==> src/rtl/alu_8bit_pkg.sv <==
`default_nettype none
// ============================================================================
// alu_8bit_pkg : opcode encodings and datapath widths for the 8-bit ALU
// Revision     : 1.0
// ============================================================================
package alu_8bit_pkg;

   localparam int DATA_W = 8;
   localparam int RES_W  = 16;

   localparam logic [2:0] OP_ADD  = 3'b000;
   localparam logic [2:0] OP_SUB  = 3'b001;
   localparam logic [2:0] OP_MUL  = 3'b010;
   localparam logic [2:0] OP_AND  = 3'b011;
   localparam logic [2:0] OP_OR   = 3'b100;
   localparam logic [2:0] OP_NAND = 3'b101;
   localparam logic [2:0] OP_NOR  = 3'b110;
   localparam logic [2:0] OP_XOR  = 3'b111;

endpackage : alu_8bit_pkg
`default_nettype wire

==> src/rtl/alu_8bit_core.sv <==
`default_nettype none
// ============================================================================
// alu_8bit_core : combinational opcode decode, (op, A, B) -> (result, carry)
// Revision      : 1.0
// ============================================================================
module alu_8bit_core
   import alu_8bit_pkg::*;
(
   input  logic [2:0]        operation_i,
   input  logic [DATA_W-1:0] operand_a_i,
   input  logic [DATA_W-1:0] operand_b_i,
   output logic [RES_W-1:0]  next_result_o,
   output logic              next_carry_o
);

   localparam int PAD_W = RES_W - DATA_W;

   logic [DATA_W:0]   w_sum;
   logic [DATA_W:0]   w_diff;
   logic [RES_W-1:0]  w_prod;

   assign w_sum  = {1'b0, operand_a_i} + {1'b0, operand_b_i};
   // The 9th bit of the widened difference is the borrow (set iff A < B).
   assign w_diff = {1'b0, operand_a_i} - {1'b0, operand_b_i};
   assign w_prod = {{PAD_W{1'b0}}, operand_a_i} * {{PAD_W{1'b0}}, operand_b_i};

   always_comb begin
      next_result_o = '0;
      next_carry_o  = 1'b0;
      case (operation_i)
         OP_ADD: begin
            next_result_o = {{(PAD_W-1){1'b0}}, w_sum};
            next_carry_o  = w_sum[DATA_W];
         end
         OP_SUB: begin
            next_result_o = {{PAD_W{1'b0}}, w_diff[DATA_W-1:0]};
            next_carry_o  = w_diff[DATA_W];
         end
         OP_MUL:  next_result_o = w_prod;
         OP_AND:  next_result_o = {{PAD_W{1'b0}}, operand_a_i & operand_b_i};
         OP_OR:   next_result_o = {{PAD_W{1'b0}}, operand_a_i | operand_b_i};
         OP_NAND: next_result_o = {{PAD_W{1'b0}}, ~(operand_a_i & operand_b_i)};
         OP_NOR:  next_result_o = {{PAD_W{1'b0}}, ~(operand_a_i | operand_b_i)};
         OP_XOR:  next_result_o = {{PAD_W{1'b0}}, operand_a_i ^ operand_b_i};
         default: begin
            next_result_o = '0;
            next_carry_o  = 1'b0;
         end
      endcase
   end

endmodule : alu_8bit_core
`default_nettype wire

==> src/rtl/alu_8bit.sv <==
`default_nettype none
// ============================================================================
// alu_8bit : registered 8-bit ALU, 1-cycle latency, 16-bit result + flags
// Revision : 1.0
// ============================================================================
module alu_8bit
   import alu_8bit_pkg::*;
(
   input  logic              clk,
   input  logic              rst_n,
   input  logic [2:0]        operation,
   input  logic [DATA_W-1:0] operand_A,
   input  logic [DATA_W-1:0] operand_B,
   output logic [RES_W-1:0]  result,
   output logic              carry_flag,
   output logic              zero_flag
);

   logic [RES_W-1:0] result_d;
   logic             carry_d;
   logic             zero_d;
   logic [RES_W-1:0] result_q;
   logic             carry_q;
   logic             zero_q;

   alu_8bit_core u_core (
      .operation_i   (operation),
      .operand_a_i   (operand_A),
      .operand_b_i   (operand_B),
      .next_result_o (result_d),
      .next_carry_o  (carry_d)
   );

   // Zero detect spans the full 16-bit result, not just the low byte.
   assign zero_d = (result_d == '0);

   always_ff @(posedge clk or negedge rst_n) begin
      if (!rst_n) begin
         result_q <= '0;
         carry_q  <= 1'b0;
         zero_q   <= 1'b1;
      end else begin
         result_q <= result_d;
         carry_q  <= carry_d;
         zero_q   <= zero_d;
      end
   end

   assign result     = result_q;
   assign carry_flag = carry_q;
   assign zero_flag  = zero_q;

endmodule : alu_8bit
`default_nettype wire

==> config.mk <==
export PLATFORM = sky130hd
export DESIGN_NAME = alu_8bit
export DESIGN_NICKNAME = d
export VERILOG_FILES = /design/src/rtl/alu_8bit_pkg.sv /design/src/rtl/alu_8bit_core.sv /design/src/rtl/alu_8bit.sv
export SDC_FILE = /design/constraint.sdc
export NUM_CORES = 1
export LEC_CHECK = 0
export CORE_MARGIN = 4
export CORE_UTILIZATION = 50
export CTS_CLUSTER_DIAMETER = 40
export DETAILED_ROUTE_END_ITERATION = 16
export HOLD_SLACK_MARGIN = 0.1
export PLACE_DENSITY_LB_ADDON = 0.25
export SLEW_MARGIN = 0
export SYNTH_ARGS = -nofsm -noshare
export SYNTH_HDL_FRONTEND = slang
export SYNTH_SLANG_ARGS = --single-unit
==> constraint.sdc <==
create_clock -name clk -period 0.8 [get_ports clk]
set_input_delay 0.08 -clock clk [delete_from_list [all_inputs] [get_ports clk]]
set_output_delay 0.08 -clock clk [all_outputs]
set_load 0.005 [all_outputs]
==> flow_summary_export.csv <==
group,metric,value,unit
placement,dpl_cell_area,5780,sq um
sta,slew_headroom,73.2,%
sta,rsz0062_at_grt,"true",
sta,maxSlewViolCount,0,
global_routing,overflow,0,
worst_setup_path,crit_buf_inv,5,
power_and_ir_drop,powerDensity,2030,nW/um^2
sta,min_period_over_period,529,%
drt,vias_per_cell,6.28,
synth,synth_top_area_share,19.2,%
sta,finalWorstSetupSlack,-3430,ps
worst_setup_path,cp.depth,18,
worst_setup_path,endpoint_kind,"flop",
clock_tree,clkSlewWorstSetupHoldPaths,60,ps
worst_setup_path,cp-startpoint,"operand_A[3]",
finish,diodes,0,
drt,wire_per_inst,22.0,um
sta,setup_viol,36,
finish,area_delta_synth_final,67.0,%
finish,nNetsFinal,789,
drt,ant_nets,0,
finish,final_common_cell,"buf_4",
power_and_ir_drop,peakVddDrop,1760,uV
flow_run,maxCapViolCount,0,
drt,routed-wl-met3,1.51,mm
worst_setup_path,path_max_fanout,4,
synth,yosys_most_used_dff,"dfrtp_1",
drt,drt_pass1_iterations,6,
worst_setup_path,crit_path_top_delay_cell,"fa_1",
worst_setup_path,critPathLaunchType,"input port",
clock_tree,numCtsBuffers,3,
floorplan,dieWidth,97.1,um
worst_setup_path,critPathRequiredTime,970,ps
synth,synth_edf_count,0,
worst_setup_path,cp.arrival,4400,ps
worst_setup_path,cp-endpoint,"zero_flag$_DFF_PN1_",
synth,synth_area_leader_cell,"fa_1",
run_status,status,"finished, violations left",
synth,synthesis.nets,589,
worst_setup_path,critical-path-max-stage-delay,510,ps
floorplan,die_y,97.1,um
global_routing,grt_pass1_vias,4752,
placement,dp_hpwl,10.7,mm
power_and_ir_drop,p_leak,3.17,nW
synth,syn_avg_cell_area,8.44,sq um
synth,ys_seq_area_share,11.4,%
global_routing,antenna_found_initial,0,
clock_tree,clockBufferDepth,2,
drt,drc,0,
synth,synth_cells,470,
clock_tree,h-tree-depth,1,
global_routing,globalRouteTotalUtil,31.7,%
synth,ys_seq_elements,18,
sta,worstMarginPinSlew,397,ps
drt,met2_length,7.91,mm
worst_setup_path,crit_chain,"buf_8 > clkinvlp_4 > buf_6 > nor2_4 > fa_2 > fa_1 > inv_1 > fa_1 > fa_1 > inv_2 > ha_4 > and3_4 > a221o_1 > o2111a_1 > or3_1 > and3_4 > nand3b_4 > nor4_4",
floorplan,dieArea,9420,sq um
worst_setup_path,cp_top_family,"adder cells",
min_path,hold_path_class,"input port to asynchronous set/reset pin",
clock_tree,cts_tree,"done",
sta,period_needed,4230,ps
global_routing,grt_pass1_wl,24.1,mm
synth,synth_warnings,0,
floorplan,fp.coreArea,7730,sq um
floorplan,num_rows,32,
finish,drive_above_1_share,52.5,%
drt,drt_iter0_drc,476,
run_status,violations,"setup timing",
drt,via_count,4843,
synth,ys_types,70,
floorplan,boundaryPins,39,
drt,routedLengthMet1,5.90,mm
sta,final.setup.tns,-44260,ps
synth,ys_async_sr_fraction,100,%
finish,final_area,6620,sq um
placement,gp_congestion,0.964,
finish,mostFrequentLayoutCells,"134 x buf_4, 48 x inv_1, 41 x nor2_1, 41 x buf_6, 37 x ha_1",
worst_setup_path,crit_type,"input port to flop",
sta,fmax,0.236,GHz
placement,portBuffers,38,
worst_setup_path,cp_common_cell,"fa_1",
drt,top_layer,"met4",
clock_tree,cts-root-buf,"clkbuf_8",
global_routing,grt_start_max_net_pins,19,
clock_tree,numClockSinks,18,
synth,ys_top_cells_by_area,"fa_1 19%, ha_1 19%, dfrtp_1 11%",
synth,synth_area,3970,sq um
drt,drt-total-wl,17.0,mm
sta,finalHoldViolations,0,
floorplan,start_util,51.3,%
## worst min-delay path by stage
stage	cells past startpoint	end
4_1_cts	2	result[4]$_DFF_PN0_
2_1_floorplan	0	carry_flag$_DFF_PN0_
5_1_grt	2	result[4]$_DFF_PN0_
3_3_place_gp	2	result[0]$_DFF_PN0_
3_5_place_dp	2	result[4]$_DFF_PN0_
6_report	2	result[1]$_DFF_PN0_
## sequential cells by signal, summed over array words and instances, names as in the netlist
| register | flops |
|---|---|
| result | 16 |
| carry_flag | 1 |
| zero_flag | 1 |
## synthesized netlist by cell type, types with 7 or more instances
library cell	number
dfrtp_1	17
a211oi_1	10
a21oi_1	14
fa_1	38
buf_2	7
inv_1	76
xnor2_1	7
ha_1	60
nor2_1	68
nand2_1	22
o21ai_0	14
nor3_1	9
nor2b_1	8
## cell families after synthesis
logic type	count (synthesis)	share of synthesized area (%)
simple gates	148	18.6
flops	18	11.4
buf+inv	92	9.21
compound gates	89	15.7
fa+ha+maj	98	38.1
mux	12	4.07
xor+xnor	13	2.87
## timing repair
action / CTS / global route
buffers inserted: 29 / 11
hold buffers: 0 / 0
setup endpoints to repair: 36 / 36
resized for setup: 264 / 38
pin swaps: 47 / 40
## stage by stage
| stage | total power, mW | hold slack (ps) | std cells | worst slack [ps] | util [%] |
|---|---|---|---|---|---|
| global route | 14.1 | 193 | 771 | -3490 | 85.7 |
| finish | 13.5 | 175 | 771 | -3430 | 85.7 |
| global placement | 9.07 | 431 | 734 | -4100 | 74.8 |
| floorplan | 6.13 | -216 | 470 | -3240 | - |
| CTS | 11.6 | 179 | 764 | -3430 | 82.9 |
| detailed placement | 9.41 | 449 | 734 | -4200 | 74.8 |
## per-layer routing
metal / up-vias / global-route usage (%)
met4: 0 / 15.6
met2: 418 / 56.6
met3: 181 / 4.24
met5: - / 0
li1: 1987 / -
met1: 2257 / 37.3
## power breakdown
part	internal [mW]	switching (mW)	leakage, nW
combinational	5.78	5.87	2.91
sequential	1.05	0.0308	0.227
clock	0.438	0.297	0.0288
total	7.27	6.20	3.17
## cell type report
type,count,area [sq um]
multi-input cells,360,3900
repair buffers,207,1740
clock buffers,4,55.1
well taps,102,128
flip-flops and latches,18,452
inverters,80,349
fillers,344,1100
(Power assumes the default switching activity.)
